--- src/rtl/uart_pkg.sv ---
// uart_pkg: FSM state encoding, CR/LF bytes and default timing constants shared by uart_tx_feeder and uart_sync_fifo
package uart_pkg;
  typedef enum logic [2:0] {S_IDLE, S_LOAD, S_PULSE, S_ARM, S_BUSY, S_GAP} state_t;
  localparam logic [7:0] CR = 8'h0D;
  localparam logic [7:0] LF = 8'h0A;
  localparam int DEF_FIFO_AW = 4;
  localparam int DEF_PULSE_LEN = 2;
  localparam int DEF_GAP_CYCLES = 16;
  localparam int DEF_START_TIMEOUT = 64;
endpackage

--- src/rtl/uart_sync_fifo.sv ---
// uart_sync_fifo: synchronous FIFO, 2**AW x W; ports clk rst push din pop dout(head) count full(registered) empty
module uart_sync_fifo import uart_pkg::*; #(
  parameter int W = 8,
  parameter int AW = DEF_FIFO_AW
) (
  input  logic          clk,
  input  logic          rst,
  input  logic          push,
  input  logic [W-1:0]  din,
  input  logic          pop,
  output logic [W-1:0]  dout,
  output logic [AW:0]   count,
  output logic          full,
  output logic          empty
);
  localparam logic [AW:0] DEPTH = (AW+1)'(2**AW);
  logic [W-1:0] mem [2**AW];
  logic [AW-1:0] wp, rp;
  logic do_push, do_pop;
  logic [AW:0] count_n;
  assign do_push = push & ~full;
  assign do_pop = pop & ~empty;
  assign count_n = count + (AW+1)'(do_push) - (AW+1)'(do_pop);
  assign empty = count == '0;
  assign dout = mem[rp];
  always_ff @(posedge clk)
    if (do_push) mem[wp] <= din;
  always_ff @(posedge clk)
    if (rst) begin
      wp <= '0;
      rp <= '0;
      count <= '0;
      full <= 1'b0;
    end else begin
      wp <= wp + AW'(do_push);
      rp <= rp + AW'(do_pop);
      count <= count_n;
      full <= count_n == DEPTH;
    end
endmodule

--- src/rtl/uart_tx_feeder.sv ---
// uart_tx_feeder: FIFO-buffered byte launcher for the UART transmitter (in_* push side, tx_data0/tx_int launch, bps_start busy input, busy/fifo_count/start_err status, err_clr); optional CR/LF insertion after in_last bytes with UART_TX_FEEDER_CRLF_EN
module uart_tx_feeder import uart_pkg::*; #(
  parameter int FIFO_AW = DEF_FIFO_AW,
  parameter int PULSE_LEN = DEF_PULSE_LEN,
  parameter int GAP_CYCLES = DEF_GAP_CYCLES,
  parameter int START_TIMEOUT = DEF_START_TIMEOUT
) (
  input  logic               clk,
  input  logic               rst,
  input  logic [7:0]         in_data,
  input  logic               in_valid,
  input  logic               in_last,
  output logic               in_ready,
  output logic [7:0]         tx_data0,
  output logic               tx_int,
  input  logic               bps_start,
  output logic               busy,
  output logic [FIFO_AW:0]   fifo_count,
  output logic               start_err,
  input  logic               err_clr
);
`ifdef UART_TX_FEEDER_CRLF_EN
  localparam int W = 9;
`else
  localparam int W = 8;
`endif
  localparam logic [15:0] PL = 16'(PULSE_LEN);
  localparam logic [15:0] GL = 16'(GAP_CYCLES);
  localparam logic [15:0] TL = 16'(START_TIMEOUT);
  localparam state_t POST = GAP_CYCLES == 0 ? S_IDLE : S_GAP;
  state_t state, nxt;
  logic [15:0] cnt;
  logic [W-1:0] din, head;
  logic [1:0] ins;
  logic full, empty, pop, timeout;
  logic [7:0] ld_byte;
  assign in_ready = ~full;
  uart_sync_fifo #(.W(W), .AW(FIFO_AW)) u_fifo (
    .clk(clk),
    .rst(rst),
    .push(in_valid),
    .din(din),
    .pop(pop),
    .dout(head),
    .count(fifo_count),
    .full(full),
    .empty(empty)
  );
  always_ff @(posedge clk)
    if (rst) state <= S_IDLE;
    else state <= nxt;
  always_comb begin
    nxt = state;
    case (state)
      S_IDLE:  nxt = (!empty || ins != 2'd0) ? S_LOAD : S_IDLE;
      S_LOAD:  nxt = S_PULSE;
      S_PULSE: nxt = cnt >= PL ? S_ARM : S_PULSE;
      S_ARM:   nxt = bps_start ? S_BUSY : timeout ? POST : S_ARM;
      S_BUSY:  nxt = bps_start ? S_BUSY : POST;
      S_GAP:   nxt = cnt == GL - 16'd1 ? S_IDLE : S_GAP;
      default: nxt = S_IDLE;
    endcase
  end
  always_comb begin
    pop = state == S_LOAD && ins == 2'd0;
    busy = state != S_IDLE || !empty || ins != 2'd0;
    ld_byte = ins == 2'd1 ? CR : ins == 2'd2 ? LF : head[7:0];
    timeout = state == S_ARM && !bps_start && cnt == TL - 16'd1;
  end
  // cnt restarts on every state change; PULSE starts at 1 so the LOAD edge counts toward PULSE_LEN
  always_ff @(posedge clk)
    if (rst) begin
      cnt <= '0;
      tx_data0 <= '0;
      tx_int <= 1'b0;
      start_err <= 1'b0;
    end else begin
      cnt <= nxt != state ? (state == S_LOAD ? 16'd1 : 16'd0) : cnt + 16'd1;
      tx_int <= nxt == S_PULSE;
      if (state == S_LOAD) tx_data0 <= ld_byte;
      start_err <= timeout | (start_err & ~err_clr);
    end
`ifdef UART_TX_FEEDER_CRLF_EN
  // ins: 1 = CR owed, 2 = LF owed; cur_last marks the FIFO byte currently in flight
  logic cur_last;
  assign din = {in_last, in_data};
  always_ff @(posedge clk)
    if (rst) begin
      ins <= 2'd0;
      cur_last <= 1'b0;
    end else if (state == S_LOAD) begin
      ins <= ins == 2'd1 ? 2'd2 : 2'd0;
      cur_last <= ins == 2'd0 && head[8];
    end else if (state == S_BUSY && !bps_start && cur_last) ins <= 2'd1;
`else
  logic unused_last;
  assign din = in_data;
  assign ins = 2'd0;
  assign unused_last = in_last;
`endif
endmodule
--- config.mk ---
export PLATFORM = sky130hd
export DESIGN_NAME = uart_tx_feeder
export DESIGN_NICKNAME = d
export VERILOG_FILES = /design/src/rtl/uart_pkg.sv /design/src/rtl/uart_sync_fifo.sv /design/src/rtl/uart_tx_feeder.sv
export SDC_FILE = /design/constraint.sdc
export NUM_CORES = 1
export LEC_CHECK = 0
export CAP_MARGIN = 0
export CORE_ASPECT_RATIO = 0.7
export CORE_MARGIN = 3
export CORE_UTILIZATION = 60
export DETAILED_ROUTE_END_ITERATION = 12
export GPL_TIMING_DRIVEN = 0
export PLACE_DENSITY = 0.79
export SYNTH_ARGS = -nofsm -noshare
export SYNTH_HDL_FRONTEND = slang
export SYNTH_HIERARCHICAL = 1
export SYNTH_SLANG_ARGS = --single-unit
export TNS_END_PERCENT = 100
--- constraint.sdc ---
create_clock -name clk -period 3.9 [get_ports clk]
set_input_delay 0.78 -clock clk [delete_from_list [all_inputs] [get_ports clk]]
set_output_delay 0.78 -clock clk [all_outputs]
set_load 0.01 [all_outputs]
# After elaboration in Yosys (flattened, before gate mapping)
# Memories as Yosys holds them, arrays and structs flattened. A register that Yosys moved wholly into a read port is not among the register bits.
# Cells that the tools add are included.
[classes] n_reduce_logical=8 mux=11 addsub=5 n_eq_ne=10 bitwise=7 n_lt_le_gt_ge=1
[ops] operator="$pmux 3 s6" n=1
[ops] operator="$add 16x1->16 const B" n=1
[ops] operator="$eq 16x4->1 const B" n=1
[ops] operator="$eq 16x6->1 const B" n=1
[ops] operator="$ge 16x2->1 const B" n=1
[ops] operator="$mux 16" n=1
[ops] operator="$eq 3x2->1 const B" n=3
[ops] operator="$mux 3" n=3
[ops] operator="$add 4x1->4" n=2
[ops] operator="$eq 3x3->1 const B" n=2
[ops] operator="$mux 1" n=6
[ops] operator="$add 5x1->5" n=1
[ops] operator="$eq 5x5->1 const B" n=1
[ops] operator="$logic_not 5->1" n=1
[ops] operator="$sub 5x1->5" n=1
[ops] operator="$and 1x1->1" n=3
[ops] operator="$eq 3x1->1 const B" n=1
[ops] operator="$logic_not 3->1" n=1
[ops] operator="$ne 3x3->1" n=1
[ops] operator="$not 1->1" n=3
[ops] operator="$reduce_bool 3->1" n=1
[ops] operator="$logic_and 1x1->1" n=2
[ops] operator="$logic_not 1->1" n=2
[ops] operator="$logic_or 1x1->1" n=1
[ops] operator="$or 1x1->1" n=1
[totals] register_bits=35 out_inout_bits=17 mem_count=1 mem_bits_rw=128 inputBits=14
[memory_table] memory="u_fifo.mem" words=16 word_bits=8 read_ports=1 rd_ports_with_merged_regs=1 write_ports=1 line="uart_sync_fifo.sv:17" source="logic [W-1:0] mem [2**AW];"

# Longest topological paths before layout
# Gate-level depths: netlist (run 1).
[logic_depth] ltp_word=8 depth_mapped=13

# Cells and area by module
# Netlist (run 1), hierarchy kept.
[modules_own_cells] mod="uart_sync_fifo" n_inst=1 cells_per_inst=292 area_per_inst_um2=5665.4
[modules_own_cells] mod="uart_tx_feeder" n_inst=1 cells_per_inst=154 area_per_inst_um2=1363.8

# Worst setup path after synthesis (run 1)
# Ideal clock, no wire load.
[synth_timing] kind="register to register" start="reg state[0]" end="reg u_fifo.full" path_buffers=1 t_arrival_ns=2.680 stages_incl_launch_ff=14 synth_period_minus_slack_ns=2.766 path_slack_ns=1.134 path_cell_list="dfxtp_1 -> clkbuf_1 -> nand2b_1 -> nor2_2 -> nor2b_1 -> ha_1 -> inv_1 -> ha_1 -> inv_1 -> fa_1 -> nand2b_1 -> a21oi_1 -> o21ai_0 -> a211oi_1"
[synth_between] elab_chain_cells=4
[synth_lines] item="from (decl)" line="uart_tx_feeder.sv:31" source="state_t state, nxt;"
[synth_lines] item="from (signal assigned)" line="uart_tx_feeder.sv:51" source="else state <= nxt;"
[synth_lines] item="$eq 3x1->1" line="uart_tx_feeder.sv:65" source="pop = state == S_LOAD && ins == 2'd0;"
[synth_lines] item="via pop" line="uart_tx_feeder.sv:35" source="logic full, empty, pop, timeout;"
[synth_lines] item="$and 1x1->1" line="uart_sync_fifo.sv:22" source="assign do_pop = pop & ~empty;"
[synth_lines] item="$sub 5x1->5" line="uart_sync_fifo.sv:23" source="assign count_n = count + (AW+1)'(do_push) - (AW+1)'(do_pop);"
[synth_lines] item="$eq 5x5->1" line="uart_sync_fifo.sv:38" source="full <= count_n == DEPTH;"
[synth_lines] item="to (signal assigned)" line="uart_sync_fifo.sv:33" source="full <= 1'b0;"
[synth_lines] item="to (signal assigned)" line="uart_sync_fifo.sv:38"
[synth_lines] item="to (decl)" line="uart_sync_fifo.sv:13" source="output logic full,"
# The timed path passes the listed nets, and every way through them passes these cells.
# A chain may end at the register's enable or synchronous reset.

# Worst setup path in the final report (run 1)
[layout_timing] start="reg u_fifo.count[2]" end="reg u_fifo.full"
[layout_between] elab_chain_cells=5 elab_cells_between_ends=6 classes_between="add/sub (2); eq/ne (1); bitwise (2); reduce/logical (1)"
[layout_lines] item="from (decl)" line="uart_sync_fifo.sv:12" source="output logic [AW:0] count,"
[layout_lines] item="from (signal assigned)" line="uart_sync_fifo.sv:37" source="count <= count_n;"
[layout_lines] item="$logic_not 5->1" line="uart_sync_fifo.sv:24" source="assign empty = count == '0;"
[layout_lines] item="via empty" line="uart_tx_feeder.sv:35"
[layout_lines] item="$not 1->1" line="uart_sync_fifo.sv:22"
[layout_lines] item="$and 1x1->1" line="uart_sync_fifo.sv:22"
[layout_lines] item="$sub 5x1->5" line="uart_sync_fifo.sv:23"
[layout_lines] item="$eq 5x5->1" line="uart_sync_fifo.sv:38"
# The timed path passes the listed nets, and every way through them passes these cells.

==> metrics.md, run 1 <==
| Metric | Value |
|---|---|
| DRC Markers | 0 |
| Post-CTS sizing | 0 |
| Final setup TNS | 0 ns |
| DR vias/cell | ~6 |
| Initial drt markers | about 400 |
| Worst slack at placement | between 0.5 and 0.6 ns |
| Status | finished clean |
| Most frequent cells in the layout | 128 x edfxtp_1, 54 x nor2_1, 43 x dfxtp_1, 29 x clkdlybuf4s50_1, 20 x nand2_1 |
| Maximum fanout along the worst path | 3 |
| Global-route usage over all layers | 0.224 |
| Port bufs | 29 |
| Via count | 3,908 |
| WL final | between 10 and 15 mm |
| Int Pwr | between 3 and 4 mW |
| ANT cells | 0 |
| Vias in the first global route | ~3,700 |
| Largest family of logic cells by synthesized area | multiplexers |
| First-pass GRT wire length | 21.1 mm |
| Max-slew violations | 0 |
| CTS tree | done |
| Synth cell types | 50 |
| RD Place Congestion | a little under 0.8 |
| Crit path DAT | between 3 and 4 ns |
| Flop pwr share | 0.433 |
| Min-Delay Startpoint | start_err |
| Initial antenna violation count | 0 |
| Placed cell area | 7510 sq um |
| Clock latency on the worst-skew pair | between 0.4 and 0.5 ns |
| Hold WC Path Type | reg -> reg |
| Root Buffer Master | clkbuf_16 |
| Compound-gate portion of the synthesized area | 0.0345 |
| Seq/Total Area, Yosys | 0.669 |
| Clk buf depth | 2 |
| CTS Buf Count | 17 |
| Syn nets | ~470 |
| Final Hold Viols | 0 |
| Post-CTS setup buffer count | 0 |
| DP HPWL | around 9.0 mm |
| Synthesized area | around 7000 sq um |
| Sw Pwr | 1.41 mW |
| Leak | about 2.7 nW |
| H-tree levels | 4 |
| CTS Sinks | ~170 |
| Max Clock Freq | between 0.2 and 0.3 GHz |
| Flops & latches, synth | 171 |
| 1st-pass router iterations | 4 |
| DRT antenna net count | 0 |
| GRT overflow | 0 |
| Synth warn | 6 |
| Worst r2r path cells | 13 |
| Max-cap violations | 0 |
| Area growth from synthesis to layout | 15.3% |
| Adder-cell share of the synthesized area | 0.0242 |
| Avg Synthesized Cell Area | between 15 and 20 sq um |
| Die area | approximately 13,000 sq um |
| Largest net degree at the start of global routing | 18 |
| Synth Area in XOR/XNOR | 0.0262 |
| Crit Path Category | reg -> reg |
| Chip height | 96.6 microns |
| Clock share of power | 0.327 |
| Core Area | roughly 11,000 sq um |
| Worst setup endpoint | u_fifo/full |
| Unrepaired setup endpoints after global routing | false |
| CP Launch Point | u_fifo/count[2] |
| Max IR drop VDD | around 0.36 mV |
| Combinational share of power | 0.240 |
| Crit path time final | ~3.4 ns |
| R2r setup slk | roughly 0.5 ns |
| Ports | 31 |
| Power per cell area | 614 nW/um^2 |
| Top FF cell, synth | edfxtp_1 |
| Final layout net count | around 520 |
| Worst setup EP type | flip-flop |
| Asr flop ratio synth | 0 |
| Mapped Cells | between 400 and 500 |
| Cell Rows | 32 |
| Wire per inst | 20.5 microns |
| Worst R2R End | u_fifo/full |
| CP required | between 4 and 5 ns |
| Layout cells sized above 1 | 0.145 |
| Slew @ Worst Pin | approximately 1.3 ns |
| Source of the worst register-to-register timing path | u_fifo/count[2] |
| Post-synthesis simple-gate area fraction | 0.100 |
| CTS clk-pin slew, worst paths | about 0.070 ns |
| Rel. slew slack | 0.113 |
| Die width | between 100 and 150 microns |
| Mux share of post-synthesis cell area | 0.121 |
| Clk_skew | 0.0120 ns |
| Final setup violation count | 0 |
| Hold_buf cts | 0 |
| Setup ws final | ~0.49 ns |
| Fin area | a little over 8000 sq um |
| Critical Path Source Type | flip-flop |
| Final period util | 0.874 |
| EDFF count, synth | 128 |
| Initial Util | 0.627 |
| Most common cell after layout, fill and taps aside | edfxtp_1 |
| Switching part of the total | 0.283 |
[worst min path at each step]
stage	end	slack [ns]	cells past startpoint
final	start_err	0.47	2
after global routing	start_err	0.49	2
after CTS	start_err	0.47	2
after detailed placement	start_err	0.46	2
after global placement	start_err	0.46	2
after floorplan	cnt[0]	0.45	1
[layer usage]
| layer | track usage | share of wire | wire length, microns | up-vias |
|---|---|---|---|---|
| li1 | - | - | - | 1804 |
| met1 | 0.329 | 0.43 | 5780 | 1934 |
| met2 | 0.323 | 0.45 | 6130 | 157 |
| met3 | 0.0657 | 0.11 | 1500 | 13 |
| met4 | 0.0763 | 0.0097 | 132 | 0 |
| met5 | 0 | 0 | 0 | - |
[kinds of logic after synthesis]
family | count (synthesis)
AO/OA/AOI/OAI | 34
XOR/XNOR | 21
adder cells (fa/ha/maj) | 13
buffers and inverters | 31
flip-flops | 171
multiplexers | 40
AND/OR/NAND/NOR | 136
[layout make-up]
| cell class | instances | area (sq um) |
|---|---|---|
| Fill cell | 676 | 3100 |
| Timing Repair Buffer | 31 | 305 |
| Sequential cell | 171 | 4700 |
| Tap cell | 153 | 191 |
| Inverter | 13 | 48.8 |
| Multi-Input combinational cell | 244 | 2160 |
| Clock inverter | 15 | 156 |
| Clock buffer | 17 | 425 |
| Buffer | 18 | 120 |
[through the flow]
| step | std cells | hold slack (ns) | power, mW | util |
|---|---|---|---|---|
| final | 662 | 0.468 | 4.98 | 0.723 |
| after global routing | 662 | 0.489 | 5.23 | 0.723 |
| after CTS | 660 | 0.469 | 5.01 | 0.722 |
| after detailed placement | 628 | 0.457 | 3.38 | 0.670 |
| after global placement | 628 | 0.458 | 3.34 | 0.670 |
| after floorplan | 446 | 0.452 | 2.99 | - |
[worst max-delay path: stages, from the launching register on]
cell and delay (ns):
dfxtp_1 0.33, inv_1 0.09, ha_1 0.15, nor4b_1 0.77, nor2b_1 0.24, ha_1 0.35
inv_1 0.04, ha_1 0.20, inv_1 0.07, fa_1 0.19, nand2b_1 0.11, a21oi_1 0.07
or4b_1 0.49, a211oi_1 0.23
[power groups by stage]
| stage | combinational [mW] | sequential, mW | clock, mW |
|---|---|---|---|
| 6_report | 1.19 | 2.16 | 1.63 |
| 5_1_grt | 1.32 | 2.17 | 1.74 |
| 4_1_cts | 1.19 | 2.16 | 1.65 |
| 3_5_place_dp | 1.18 | 2.20 | 0 |
| 3_3_place_gp | 1.15 | 2.19 | 0 |
| 2_1_floorplan | 0.788 | 2.20 | 0 |
[synth_stat cells, types with 3 or more instances]
| cell | count | area share |
|---|---|---|
| buf_6 | 3 | 0.0048 |
| nand3b_1 | 4 | 0.0043 |
| clkbuf_1 | 7 | 0.0037 |
| dfxtp_1 | 43 | 0.12 |
| nor3_1 | 10 | 0.0071 |
| edfxtp_1 | 128 | 0.55 |
| nand2b_1 | 6 | 0.0053 |
| xor2_1 | 5 | 0.0062 |
| nor2_1 | 54 | 0.029 |
| o21ai_0 | 3 | 0.0021 |
| nor2b_1 | 11 | 0.0098 |
| mux2i_1 | 8 | 0.011 |
| inv_1 | 13 | 0.0069 |
| mux4_1 | 14 | 0.052 |
| nand2_1 | 20 | 0.011 |
| mux4_2 | 18 | 0.058 |
| clkdlybuf4s25_2 | 3 | 0.0043 |
| ha_1 | 12 | 0.021 |
| a22oi_1 | 17 | 0.018 |
| nand3_1 | 7 | 0.0050 |
| xnor2_1 | 16 | 0.020 |
| a21oi_1 | 4 | 0.0028 |
| buf_2 | 3 | 0.0021 |
[state kept, by name (all words and copies together) (netlist names)]
signal	cells
tx_data0	8
u_fifo/full	1
u_fifo/count	5
tx_int	1
u_fifo/rp	4
u_fifo/wp	4
cnt	16
start_err	1
state	3
u_fifo/mem	128
No activity file was read; power rests on OpenSTA's default activity.
==> inputs of run 2 (changes only) <==
- ABC_CLOCK_PERIOD_IN_PS: unset -> 3900
==> results of run 2 <==
Same layout as run 1: the final DEF is identical, and so are final timing and power.
==> inputs of run 3 (changes only) <==
==> constraint.sdc (replaced) <==
create_clock -name clk -period 3.9 [get_ports clk]
set_input_delay 0.78 -clock clk [delete_from_list [all_inputs] [get_ports clk]]
set_output_delay 0.78 -clock clk [all_outputs]
set_load 0.1 [all_outputs]
==> results of run 3 <==
Same layout as run 1 (identical final DEF). Status: finished clean.
Among the figures that moved: setup slack after layout 0.493 ns -> 0.165 ns; end point of the critical path u_fifo/full -> busy; total power 4.98 mW -> 5.37 mW; worst IR drop on VDD 0.356 mV -> 0.402 mV
